## config.mk

```make
export PLATFORM = sky130hd
export DESIGN_NAME = register_file_mp
export DESIGN_NICKNAME = d
export VERILOG_FILES = /design/src/rtl/rf_pkg.sv /design/src/rtl/rf_scoreboard.sv /design/src/rtl/register_file_mp.sv
export SDC_FILE = /design/constraint.sdc
export NUM_CORES = 2
export LEC_CHECK = 0
export CAP_MARGIN = 25
export CORE_MARGIN = 10
export CORE_UTILIZATION = 55
export CTS_CLUSTER_DIAMETER = 120
export DETAILED_ROUTE_END_ITERATION = 8
export GPL_ROUTABILITY_DRIVEN = 0
export MAX_ROUTING_LAYER = met4
export PLACE_DENSITY = 0.68
export SLEW_MARGIN = 25
export SYNTH_ARGS = -nofsm -noshare
export SYNTH_HDL_FRONTEND = slang
export SYNTH_SLANG_ARGS = --single-unit
```

## constraint.sdc

```tcl
create_clock -name Clk -period 10.35 [get_ports Clk]
set_input_delay 3.105 -clock Clk [delete_from_list [all_inputs] [get_ports Clk]]
set_output_delay 3.105 -clock Clk [all_outputs]
set_load 0.01 [all_outputs]
```

## src/rtl/rf_pkg.sv

```systemverilog
// Shared constants and elaboration-time helpers for the multi-port register file.
// Optional read bypass in register_file_mp is enabled with RF_BYPASS_EN.
package rf_pkg;

    localparam int DEFAULT_WIDTH = 64;
    localparam int DEFAULT_DEPTH = 32;
    localparam int DEFAULT_NRD   = 2;

    function automatic int clog2(input int value);
        int result;
        int remaining;
        result    = 0;
        remaining = value - 1;
        while (remaining > 0) begin
            result++;
            remaining = remaining >> 1;
        end
        return result;
    endfunction

    // The hardwired-zero register sits at the top of the index space by default.
    function automatic int defaultZeroIdx(input int depth);
        return depth - 1;
    endfunction

endpackage

```

## src/rtl/rf_scoreboard.sv

```systemverilog
// Pending-bit scoreboard: tracks in-flight producers per register and keeps a
// registered population count of the pending bits.
module rf_scoreboard
    import rf_pkg::*;
#(
    parameter int DEPTH    = DEFAULT_DEPTH,
    parameter int ZERO_IDX = defaultZeroIdx(DEPTH),
    parameter int AW       = clog2(DEPTH)
) (
    input  logic             Clk,
    input  logic             Rst_n,
    input  logic             RegWr,
    input  logic [AW-1:0]    RW,
    input  logic             RsvEn,
    input  logic [AW-1:0]    RsvIdx,
    output logic [DEPTH-1:0] pend,
    output logic [AW:0]      PendCnt
);

    localparam logic [AW-1:0] ZERO_ADDR = AW'(ZERO_IDX);
    localparam logic [AW:0]   CNT_ONE   = (AW+1)'(1);

    logic             setHit;
    logic             clrHit;
    logic             incCnt;
    logic             decCnt;
    logic [DEPTH-1:0] pendNext;

    // The set is applied after the clear so a same-register reserve wins over the write.
    always_comb begin
        setHit   = RsvEn && (RsvIdx != ZERO_ADDR);
        clrHit   = RegWr && (RW != ZERO_ADDR);
        pendNext = pend;
        if (clrHit) pendNext[RW] = 1'b0;
        if (setHit) pendNext[RsvIdx] = 1'b1;
        incCnt = setHit && !pend[RsvIdx];
        decCnt = clrHit && pend[RW] && !(setHit && (RsvIdx == RW));
    end

    always_ff @(posedge Clk or negedge Rst_n) begin
        if (!Rst_n) begin
            pend    <= '0;
            PendCnt <= '0;
        end else begin
            pend <= pendNext;
            if (incCnt && !decCnt)
                PendCnt <= PendCnt + CNT_ONE;
            else if (decCnt && !incCnt)
                PendCnt <= PendCnt - CNT_ONE;
        end
    end

endmodule

```

## src/rtl/register_file_mp.sv

```systemverilog
// Multi-read-port register file with a hardwired-zero register and pending scoreboard.
// Define RF_BYPASS_EN to forward same-cycle write data onto matching read ports.
module register_file_mp
    import rf_pkg::*;
#(
    parameter int WIDTH    = DEFAULT_WIDTH,
    parameter int DEPTH    = DEFAULT_DEPTH,
    parameter int NRD      = DEFAULT_NRD,
    parameter int ZERO_IDX = defaultZeroIdx(DEPTH),
    localparam int AW      = clog2(DEPTH)
) (
    input  logic                 Clk,
    input  logic                 Rst_n,
    input  logic [NRD*AW-1:0]    RdAddr,
    output logic [NRD*WIDTH-1:0] RdData,
    output logic [NRD-1:0]       RdPend,
    input  logic                 RegWr,
    input  logic [AW-1:0]        RW,
    input  logic [WIDTH-1:0]     BusW,
    input  logic                 RsvEn,
    input  logic [AW-1:0]        RsvIdx,
    output logic [AW:0]          PendCnt
);

    localparam logic [AW-1:0] ZERO_ADDR = AW'(ZERO_IDX);

    logic [WIDTH-1:0] regs [DEPTH];
    logic [DEPTH-1:0] pend;
    logic [AW-1:0]    portAddr;

    rf_scoreboard #(
        .DEPTH    (DEPTH),
        .ZERO_IDX (ZERO_IDX),
        .AW       (AW)
    ) scoreboard (
        .Clk     (Clk),
        .Rst_n   (Rst_n),
        .RegWr   (RegWr),
        .RW      (RW),
        .RsvEn   (RsvEn),
        .RsvIdx  (RsvIdx),
        .pend    (pend),
        .PendCnt (PendCnt)
    );

    always_ff @(posedge Clk or negedge Rst_n) begin
        if (!Rst_n) begin
            for (int i = 0; i < DEPTH; i++) regs[i] <= '0;
        end else if (RegWr && (RW != ZERO_ADDR)) begin
            regs[RW] <= BusW;
        end
    end

    // The zero register is masked on read, so its storage contents never matter.
    always_comb begin
        RdData   = '0;
        RdPend   = '0;
        portAddr = '0;
        for (int k = 0; k < NRD; k++) begin
            portAddr = RdAddr[k*AW +: AW];
            if (portAddr != ZERO_ADDR) begin
                RdData[k*WIDTH +: WIDTH] = regs[portAddr];
                RdPend[k]                = pend[portAddr];
`ifdef RF_BYPASS_EN
                if (RegWr && (RW == portAddr)) begin
                    RdData[k*WIDTH +: WIDTH] = BusW;
                    RdPend[k]                = RsvEn && (RsvIdx == portAddr);
                end
`endif
            end
        end
    end

endmodule

```

==> reports/metrics.json <==
{
  "setup_path": {
    "timing.critical_path.slowest_stage_cell": "clkdlybuf4s50_1",
    "timing.critical_path.max_delay_family": "buffers and inverters",
    "startpoint_type": "input pin",
    "cp-end-kind": "output pin",
    "worstPathBufferInverterCount": 5,
    "critical_path_arrival_ns": 6.96,
    "crit_chain": "clkdlybuf4s50_1 > nand3b_1 > buf_4 > buf_4 > o221ai_1 > a211oi_1 > buf_4 > nor3_1 > clkdlybuf4s50_1",
    "stage_delay_of_the_slowest_cell_on_the_critical_path_ns": 0.83,
    "r2r-start": "scoreboard.pend[11]$_DFF_PN0_",
    "worst-endpoint-required_ns": 7.25,
    "path_max_fanout": 20,
    "crit_type": "in2out",
    "cp_common_cell": "buf_4",
    "setup.worst_path.start": "RdAddr[3]"
  },
  "clocking": {
    "cts-root-to-sink-buffers": 3,
    "cts.repair.resized": 0,
    "clock_latency_ns": 0.86,
    "clock_pin_slew_worst_setup_and_hold_paths_ns": 0.06,
    "htree_num_levels": 4,
    "clock_buffer_count_from_cts": 221,
    "postCtsSetupRepairBufs": 0,
    "cts_tree": "built",
    "clock-sinks": 2086,
    "cts_root_buf": "clkbuf_16",
    "cts-hold-fix-buffers": 0
  },
  "power_and_ir_drop": {
    "static-leakage-power_nw": 52.82,
    "power_density_nw_per_um2": 194.3,
    "vdd.ir_drop.worst_mv": 0.1877
  },
  "sta": {
    "layout_min_cycle_time_ns": 10.07,
    "period_share": 0.9726,
    "tightest_slew_ns": 1.144,
    "final-max-slew-violation-count": 0,
    "setup-tns-final_ns": 0,
    "hold_violations": 0,
    "unrepaired_setup_endpoints_after_global_routing": "no",
    "fmax_mhz": 99.34,
    "setup_viol": 0,
    "worst_clock_skew_ns": 0.008686,
    "slew_headroom": 0.2376
  },
  "drt": {
    "drt_wirelength_um": 358100,
    "routed_via_density": 7.168,
    "vias": 72382,
    "wire_per_inst_um": 35.46,
    "dr.first_iter.drc_count": 7348,
    "ant_nets": 0,
    "drt_drc_violations_left": 0,
    "detail_route.first_pass.iterations": 7
  },
  "finish": {
    "post_route_cells_drive_above_1_share": 0.4833,
    "design.final.nets": 7336,
    "area_growth_syn_to_layout_pct": 10.85,
    "fillCellCount": 15043,
    "final_util": 0.6139,
    "post-route-cell-area_um2": 122700
  },
  "yosys": {
    "synth_sequential_area_ratio": 0.4716,
    "yosys_register_bits": 2086,
    "ys_async_sr_fraction": 1.000,
    "syn_area_cell_um2": 14.91,
    "synth_edf_count": 0,
    "syn-cell-area_um2": 110700,
    "mappedNetlistNets": 7518,
    "synthFlopType": "dfrtp_1",
    "synthesis.instances": 7424,
    "synth_warnings": 0,
    "number_of_unique_standard_cell_types_used_by_synthesis": 53
  },
  "placed_design": {
    "numPortBuffers": 223,
    "post-dp-hpwl_um": 195100,
    "dpl-instance-area_um2": 115600
  },
  "global_routing": {
    "grt-ovfl-total": 0,
    "total_routing_usage_reported_by_global_routing": 0.3329,
    "number_of_antenna_violations_at_the_first_check_in_global_routing": 22,
    "grt_pass1_wl_um": 523800,
    "pin_count_of_the_biggest_net_entering_global_routing": 170,
    "number_of_global_route_vias_before_repair": 74578
  },
  "die": {
    "floorplan.io_pins": 224,
    "placeable_core_area_um2": 199900,
    "die-height_um": 468.6,
    "die_footprint_um2": 219600,
    "fp-row-count": 164,
    "start_util": 0.5538,
    "die_width_um": 468.6
  },
  "worst_hold_path": {
    "hold_path_startpoint": "regs[42]$_DFFE_PN0P_",
    "worstHoldPathType": "reg2reg"
  },
  "job": {
    "max_cap_viol_count": 0
  },
  "status": {
    "outcome": "completed"
  }
}
## sequential cells by signal (all words and copies together), names as in the netlist
register            flops
regs                 2048
scoreboard.PendCnt      6
scoreboard.pend        32
## metrics by stage
| stage | hold WS, ns | instances | power, W | setup slack, ns |
|---|---|---|---|---|
| 3_5_place_dp | 0.3866 | 9672 | 0.01593 | 0.4815 |
| 5_1_grt | 0.4097 | 10096 | 0.02479 | 0.2574 |
| 6_report | 0.3990 | 10098 | 0.02385 | 0.2836 |
| 4_1_cts | 0.4005 | 10081 | 0.02388 | 0.4602 |
| 2_1_floorplan | 0.4450 | 7424 | 0.01430 | 2.476 |
| 3_3_place_gp | 0.3824 | 9670 | 0.01567 | 0.4500 |
## cell type report
cell class,count,area [um2],share of cell area
clock buffer,341,6684,0.05447
inverter,20,75.07,0.0006118
antenna,14,35.03,0.0002855
clock inverter,68,555.5,0.004527
multi-input combinational,4410,54510,0.4442
timing repair buffer,503,5324,0.04339
sequential,2086,52200,0.4254
tap,2656,3323,0.02708
## cells in the final DEF (no fill, tap or decap), types with 10 or more instances in the layout
cell type	count
o221ai_1	128
dfrtp_1	2086
a211oi_1	128
nor3_1	136
mux4_2	796
clkdlybuf4s50_1	166
buf_4	186
clkbuf_16	223
nand3_1	10
nand2_4	12
clkbuf_8	66
o22ai_1	144
buf_12	89
clkinv_2	47
mux2i_1	521
diode_2	14
nand2b_1	10
mux2_2	1985
a2111oi_2	72
inv_1	20
a22o_1	268
nand2_1	24
buf_2	48
nor2_4	16
a2111oi_1	52
clkbuf_1	52
buf_8	10
## path summary, 6_finish.rpt
| check | to | slack, ns | depth (start not counted) |
|---|---|---|---|
| hold reg to reg | regs[42]$_DFFE_PN0P_ | 0.40 | 0 |
| min in group asynchronous | regs[198]$_DFFE_PN0P_ | 2.29 | 1 |
| max in group asynchronous | regs[349]$_DFFE_PN0P_ | 5.99 | 3 |
| setup reg to reg | scoreboard.PendCnt[5]$_DFFE_PN0P_ | 6.47 | 11 |
| setup / recovery | RdData[30] | 0.28 | 9 |
| hold / removal | regs[42]$_DFFE_PN0P_ | 0.40 | 0 |
## Yosys cell counts, types with 3 or more instances
| cell type | n | area, um2 |
|---|---|---|
| inv_1 | 20 | 75.07 |
| nand3_1 | 12 | 60.06 |
| mux2_2 | 1985 | 22350 |
| a211oi_1 | 128 | 960.9 |
| mux2i_1 | 521 | 5215 |
| nor3_1 | 141 | 705.7 |
| and2_1 | 6 | 37.54 |
| nor2b_1 | 12 | 75.07 |
| nand3b_1 | 4 | 30.03 |
| buf_6 | 36 | 405.4 |
| a2111oi_1 | 52 | 520.5 |
| o22ai_1 | 144 | 900.9 |
| a21oi_1 | 3 | 15.01 |
| o2bb2ai_1 | 3 | 26.28 |
| buf_4 | 51 | 382.9 |
| buf_1 | 36 | 135.1 |
| mux4_2 | 796 | 17930 |
| a2111oi_2 | 72 | 1081 |
| a2111oi_0 | 9 | 78.83 |
| clkbuf_1 | 506 | 1899 |
| nand2b_1 | 10 | 62.56 |
| o21ai_0 | 9 | 45.04 |
| nand2_1 | 37 | 138.9 |
| a22o_1 | 268 | 2347 |
| buf_2 | 276 | 1381 |
| a22oi_1 | 5 | 37.54 |
| nor4_1 | 3 | 18.77 |
| dfrtp_1 | 2086 | 52200 |
| o221ai_1 | 128 | 1121 |
| xnor2_1 | 7 | 61.31 |
| nor2_1 | 24 | 90.09 |
| ha_1 | 5 | 62.56 |
## kinds of logic (layout without fill, tap and decap cells)
group,Yosys count,after routing,synth area share
AO/OA/AOI/OAI,836,836,0.06556
XOR/XNOR,9,9,0.0007122
adder cells (fa/ha/maj),6,6,0.0007460
buffers and inverters,928,932,0.03884
flip-flops,2086,2086,0.4716
multiplexers,3302,3302,0.4110
other,0,14,0
AND/OR/NAND/NOR,257,257,0.01155
## report_power, final
group / switching [W] / leakage, nW / internal [W]
combinational: 0.00203 / 22.5 / 0.00295
sequential: 0.00115 / 26.7 / 0.00972
clock: 0.00342 / 3.60 / 0.00457
## layer usage
metal	vias up	share of wire	GRT usage
met5	-	0	-
met2	3419	0.47	0.5154
met3	952	0.078	0.06021
met4	0	0.049	0.1416
met1	39345	0.40	0.4346
li1	28666	-	-
Power figures use the tool's default switching activity.
